<file path="src/rtl/lcd_pkg.sv">
// Shared types, init command ROM and opcode helpers for the HD44780 command sequencer.
package lcd_pkg;

   typedef enum logic [2:0] {
      INIT_WAIT,
      INIT_ISSUE,
      IDLE,
      SETUP,
      PULSE,
      HOLD,
      EXEC,
      DONE
   } lcd_state_e;

   typedef struct packed {
      logic       rs;
      logic [7:0] db;
   } lcd_req_t;

   localparam logic [7:0] LCD_CMD_CLEAR = 8'h01;
   localparam logic [7:0] LCD_CMD_HOME  = 8'h02;

   localparam int INIT_LEN = 4;
   // Function set 8-bit/2-line, display on, clear, entry mode increment.
   localparam logic [INIT_LEN-1:0][7:0] INIT_ROM = {8'h06, 8'h01, 8'h0C, 8'h38};

   // Clear and return-home (bit 0 of home is don't-care) need the long execution wait.
   function automatic logic is_long_cmd(input logic rs, input logic [7:0] db);
      return !rs && ((db == LCD_CMD_CLEAR) || (db[7:1] == LCD_CMD_HOME[7:1]));
   endfunction

   function automatic int max_int(input int a, input int b);
      return (a > b) ? a : b;
   endfunction

endpackage

</file>
<file path="src/rtl/lcd_delay_counter.sv">
// Loadable down-counter shared by every timed state; saturates at zero.
module lcd_delay_counter #(
   parameter int           W       = 8,
   parameter logic [W-1:0] RST_VAL = '0
) (
   input  logic         clk,
   input  logic         reset_n,
   input  logic         load,
   input  logic [W-1:0] load_val,
   output logic         zero
);

   logic [W-1:0] cnt;

   always_ff @(posedge clk or negedge reset_n) begin
      if (!reset_n)
         cnt <= RST_VAL;
      else if (load)
         cnt <= load_val;
      else if (cnt != '0)
         cnt <= cnt - 1'b1;
   end

   assign zero = (cnt == '0);

endmodule

</file>
<file path="src/rtl/lcd_cmd_sequencer.sv">
// Sequences HD44780 command/data writes for a custom-instruction port, pulsing done when the panel is ready.
// Define LCD_INIT_SEQ_EN to run the power-on wait and init command sequence after reset.
module lcd_cmd_sequencer
   import lcd_pkg::*;
#(
   parameter int SETUP_CYC   = 2,
   parameter int PULSE_CYC   = 25,
   parameter int HOLD_CYC    = 2,
   parameter int EXEC_CYC    = 2000,
   parameter int LONG_CYC    = 82000,
   parameter int POWERUP_CYC = 750000
) (
   input  logic        clk,
   input  logic        reset_n,
   input  logic        start,
   input  logic [31:0] dataa,
   input  logic [31:0] datab,
   output logic        done,
   output logic [31:0] result,
   output logic        rw,
   output logic        en,
   output logic        rs,
   output logic [7:0]  db
);

   localparam int MAX_CYC = max_int(max_int(max_int(SETUP_CYC, PULSE_CYC), max_int(HOLD_CYC, EXEC_CYC)),
                                    max_int(LONG_CYC, POWERUP_CYC));
   localparam int CW = $clog2(MAX_CYC) + 1;

`ifdef LCD_INIT_SEQ_EN
   localparam lcd_state_e      RST_STATE = INIT_WAIT;
   localparam logic [CW-1:0]   CNT_RST   = CW'(POWERUP_CYC - 1);
`else
   localparam lcd_state_e      RST_STATE = IDLE;
   localparam logic [CW-1:0]   CNT_RST   = '0;
`endif

   lcd_state_e    state, state_n;
   lcd_req_t      cur, pend;
   logic          pend_vld;
   logic          cur_is_req;
   logic          cnt_load, cnt_zero;
   logic [CW-1:0] cnt_val;
   logic          init_left;
   logic [7:0]    init_byte;
   logic          unused_bits;

   assign unused_bits = ^{dataa[31:1], datab[31:8]};

   lcd_delay_counter #(
      .W       (CW),
      .RST_VAL (CNT_RST)
   ) u_delay (
      .clk      (clk),
      .reset_n  (reset_n),
      .load     (cnt_load),
      .load_val (cnt_val),
      .zero     (cnt_zero)
   );

`ifdef LCD_INIT_SEQ_EN
   logic [2:0] init_idx;

   always_ff @(posedge clk or negedge reset_n) begin
      if (!reset_n)
         init_idx <= '0;
      else if (state == INIT_ISSUE)
         init_idx <= init_idx + 3'd1;
   end

   assign init_left = (init_idx != 3'(INIT_LEN));
   assign init_byte = INIT_ROM[init_idx[1:0]];
`else
   assign init_left = 1'b0;
   assign init_byte = 8'h00;
`endif

   always_ff @(posedge clk or negedge reset_n) begin
      if (!reset_n)
         state <= RST_STATE;
      else
         state <= state_n;
   end

   always_comb begin
      state_n = state;
      unique case (state)
         INIT_WAIT:  if (cnt_zero) state_n = INIT_ISSUE;
         INIT_ISSUE: state_n = SETUP;
         IDLE:       if (pend_vld || start) state_n = SETUP;
         SETUP:      if (cnt_zero) state_n = PULSE;
         PULSE:      if (cnt_zero) state_n = HOLD;
         HOLD:       if (cnt_zero) state_n = EXEC;
         EXEC:       if (cnt_zero) state_n = DONE;
         DONE:       state_n = init_left ? INIT_ISSUE : IDLE;
         default:    state_n = RST_STATE;
      endcase
   end

   // Every timed state is entered from a different state, so a transition is the load strobe.
   always_comb begin
      cnt_load = (state_n != state);
      cnt_val  = '0;
      case (state_n)
         SETUP:     cnt_val = CW'(SETUP_CYC - 1);
         PULSE:     cnt_val = CW'(PULSE_CYC - 1);
         HOLD:      cnt_val = CW'(HOLD_CYC - 1);
         EXEC:      cnt_val = is_long_cmd(cur.rs, cur.db) ? CW'(LONG_CYC - 1) : CW'(EXEC_CYC - 1);
         INIT_WAIT: cnt_val = CW'(POWERUP_CYC - 1);
         default:   cnt_val = '0;
      endcase
   end

   always_ff @(posedge clk or negedge reset_n) begin
      if (!reset_n) begin
         cur        <= '0;
         cur_is_req <= 1'b0;
         pend       <= '0;
         pend_vld   <= 1'b0;
         en         <= 1'b0;
         done       <= 1'b0;
         result     <= '0;
      end else begin
         en   <= (state_n == PULSE);
         done <= (state_n == DONE) && cur_is_req;
         if ((state_n == DONE) && cur_is_req)
            result <= {23'b0, cur.rs, cur.db};

         if (state == INIT_ISSUE) begin
            cur.rs     <= 1'b0;
            cur.db     <= init_byte;
            cur_is_req <= 1'b0;
         end else if ((state == IDLE) && (state_n == SETUP)) begin
            cur_is_req <= 1'b1;
            if (pend_vld)
               cur <= pend;
            else begin
               cur.rs <= dataa[0];
               cur.db <= datab[7:0];
            end
         end

         // One-deep catch for a request that lands while busy; a second one is dropped.
         if (state == IDLE)
            pend_vld <= 1'b0;
         else if (start && !pend_vld) begin
            pend_vld <= 1'b1;
            pend.rs  <= dataa[0];
            pend.db  <= datab[7:0];
         end
      end
   end

   assign rw = 1'b0;
   assign rs = cur.rs;
   assign db = cur.db;

endmodule

</file>
<file path="config.mk">
export PLATFORM = sky130hd
export DESIGN_NAME = lcd_cmd_sequencer
export DESIGN_NICKNAME = d
export VERILOG_FILES = /design/src/rtl/lcd_pkg.sv /design/src/rtl/lcd_delay_counter.sv /design/src/rtl/lcd_cmd_sequencer.sv
export SDC_FILE = /design/constraint.sdc
export NUM_CORES = 1
export LEC_CHECK = 0
export ABC_CLOCK_PERIOD_IN_PS = 2380
export CORE_UTILIZATION = 40
export CTS_CLUSTER_SIZE = 40
export DETAILED_ROUTE_END_ITERATION = 10
export HOLD_SLACK_MARGIN = 0.1
export PLACE_DENSITY = 0.83
export SKIP_CTS_REPAIR_TIMING = 1
export SLEW_MARGIN = 40
export SYNTH_ARGS = -nofsm -noshare
export SYNTH_HDL_FRONTEND = slang
export SYNTH_SLANG_ARGS = --single-unit
</file>
<file path="constraint.sdc">
create_clock -name clk -period 2.38 [get_ports clk]
set_input_delay 0.476 -clock clk [delete_from_list [all_inputs] [get_ports clk]]
set_output_delay 0.476 -clock clk [all_outputs]
set_load 0.01 [all_outputs]
</file>
==> summary.txt <==
Gate Count Post-Synth -> 268
Initial antenna violation count -> 0
Clock slew at reported path FFs -> 0.11 ns
Crit Reg-Reg Endpoint -> u_delay.cnt[7]
Placed cell count -> 398
Count of cell types in the netlist -> 51
Worst slew pin tran -> 0.647 ns
Internal power -> 2.07 mW
Total Wirelength -> 5.89 mm
CP Capture Type -> register
CP required -> 2.61 ns
Commonest non-fill, non-tap cell in the layout -> dfrtp_1
Vias per inst -> 5.14
Fmax -> 432 MHz
Total track usage -> 16.4%
Leading area contributor after synthesis -> dfrtp_1
Clock Path Buffers -> 2
Flop2flop setup slack -> 0.07 ns
Commonest non-fill, non-tap cells in the layout -> dfrtp_1, clkdlybuf4s50_1, nor2_1, conb_1, mux2_2
Status -> finished, final reports clean
Reg2reg path depth -> 5
Die area -> 0.00748 mm²
Worst Path Arrival -> 2.55 ns
Post-synthesis register bit count -> 55
Tmin final -> 2.31 ns
Rows -> 30
Fillers -> 632
Tcrit/Tclk final -> 97.2%
Vert. Die Dim -> 86.5 µm
Endpoints failing setup -> 0
CTS tree -> built
CTS sink cnt -> 55
IO Count -> 111
Seq/Total Area, Yosys -> 48.2%
Critical Path End -> u_delay.cnt[7]
RR Startpoint -> u_delay.cnt[10]
Total gr overflow -> 0
CP startpoint kind -> register
Pin count of the biggest net entering global routing -> 23
Post-route ant nets -> 0
Final Non-Filler Cells -> 410
Worst Setup SP -> u_delay.cnt[10]
Clk_lat worst skew -> 0.32 ns
Synth warnings -> 0
Post-synth top area share -> 47.3%
DR vias -> 2108
Starting DRT DRC Count -> 107
Net Sw Frac -> 37.1%
Setup CP Type -> reg2reg
Worst vdd rail ir drop -> 0.466 mV
Number of synthesized flops with an enable pin -> 0
Die Width -> 86.5 µm
Detailed placement HPWL -> 4.19 mm
GPL Wtd Cong -> 0.831
Worst-path fanout max -> 7
Initial core utilization -> 41.8%
DR DRC count -> 0
Fin nets -> 381
Clock power frac -> 16.9%
Net Sw Power -> 1.23 mW
Hold_ws -> 0.514 ns
Primary FF master, synth -> dfrtp_1
Vias in the first global route -> 2068
Final hold vios -> 0
Lkg Pwr -> 1.55 nW
Post-synth ARST share -> 100%
Unrepaired setup endpoints after global routing -> yes
First-pass GRT wire length -> 9.58 mm
Avg WL per Cell -> 14.4 µm
PwrDens -> 970 mW/mm²
Layout area overhead -> 19.2%
Synthesized area -> 0.00286 mm²
Flop pwr share -> 47.7%
Buffers added on ports -> 31
Layout cells sized above 1 -> 18.2%
Fin Clk Skew -> 0.0115 ns
Root Buffer -> clkbuf_8
Max-slew violations -> 0
Dominant cells by area after synthesis -> dfrtp_1, mux2_2, buf_4
Core region area -> 0.00683 mm²
Clock buffers created by TritonCTS -> 5
H-tree levels -> 2
Drt pass-1 iters -> 4
Relative slew slack -> 56.6%
Mapped Avg Cell Area -> 10.7 µm²
Max_cap viols -> 0
Antenna cells -> 0
Worst min path class -> reg2reg
Logic pwr share -> 35.4%
stage by stage:
| step | cell area (µm²) | util, % | total power [mW] | setup TNS, ns | setup WS (ns) |
|---|---|---|---|---|---|
| 2_1_floorplan | 2940 | - | 2.32 | 0 | 0.00979 |
| 3_3_place_gp | 3240 | 47.5 | 2.64 | 0 | 0.0441 |
| 3_5_place_dp | 3240 | 47.5 | 2.73 | 0 | 0.0462 |
| 4_1_cts | 3340 | 48.9 | 3.28 | -0.120 | -0.0592 |
| 5_1_grt | 3400 | 49.8 | 3.54 | -0.112 | -0.0610 |
| 6_report | 3400 | 49.8 | 3.30 | 0 | 0.0665 |
Yosys cell counts (8+ instances only):
cell,count
nor2_1,24
nand2_1,12
nor4_1,8
xor2_1,9
mux2_2,18
mux2i_1,11
o21ai_0,13
dfrtp_1,54
nor3_1,9
buf_4,24
routing by layer:
metal  vias to the layer above  GRT usage, %  share of wire (%)
met4                         0          4.70                1.4
met3                         7          3.62                3.2
met5                         -             0                  0
met2                        54          29.7                 52
met1                      1044          19.7                 43
li1                       1003             -                  -
final cells by class:
| cell class | count | area, µm² | area share (%) |
|---|---|---|---|
| clock buffer | 5 | 68.8 | 2.02 |
| clock inverter | 3 | 27.5 | 0.809 |
| inverter | 5 | 18.8 | 0.551 |
| multi-input combinational | 199 | 1360 | 40.1 |
| sequential | 55 | 1380 | 40.5 |
| tap | 96 | 120 | 3.53 |
| timing repair buffer | 47 | 428 | 12.6 |
how the worst min path moves through the flow:
stage,startpoint,endpoint,slack [ns],cells past startpoint
2_1_floorplan,reset_n,cur_is_req,0.18,0
3_3_place_gp,reset_n,en,0.43,1
3_5_place_dp,reset_n,en,0.43,1
4_1_cts,reset_n,pend[2],0.08,1
5_1_grt,pend[2],pend[2],0.53,1
6_report,pend[4],pend[4],0.51,1
cell families (layout without fill, tap and decap cells):
| group | after synthesis | count (layout) | share of synthesized area, % |
|---|---|---|---|
| simple gates | 81 | 82 | 15.7 |
| flops | 55 | 55 | 48.2 |
| compound gates | 47 | 47 | 11.1 |
| buf+inv | 38 | 60 | 8.50 |
| mux | 29 | 29 | 11.0 |
| xor+xnor | 15 | 15 | 4.60 |
| fa+ha+maj | 2 | 2 | 0.788 |
| other cells | 1 | 24 | 0.131 |
worst max-delay path: stages (launching register included):
cell and delay [ns]:
dfrtp_1 0.39, or4_1 0.57, or3_4 0.48, nor4_2 0.43
o41ai_2 0.22, o21ai_0 0.13
power by group through the flow:
| stage | Combinational (mW) | Sequential (mW) | Clock [mW] |
|---|---|---|---|
| after floorplan | 0.791 | 1.53 | 0 |
| after global placement | 1.09 | 1.55 | 0 |
| after detailed placement | 1.15 | 1.58 | 0 |
| after CTS | 1.16 | 1.56 | 0.565 |
| after global routing | 1.31 | 1.62 | 0.608 |
| final | 1.17 | 1.57 | 0.558 |
sequential cells by signal (all words and copies together) (netlist names):
name / count
u_delay.cnt: 21
pend: 9
result: 9
db: 8
state: 3
cur_is_req: 1
done: 1
en: 1
pend_vld: 1
rs: 1
No activity file was read; power rests on OpenSTA's default activity.
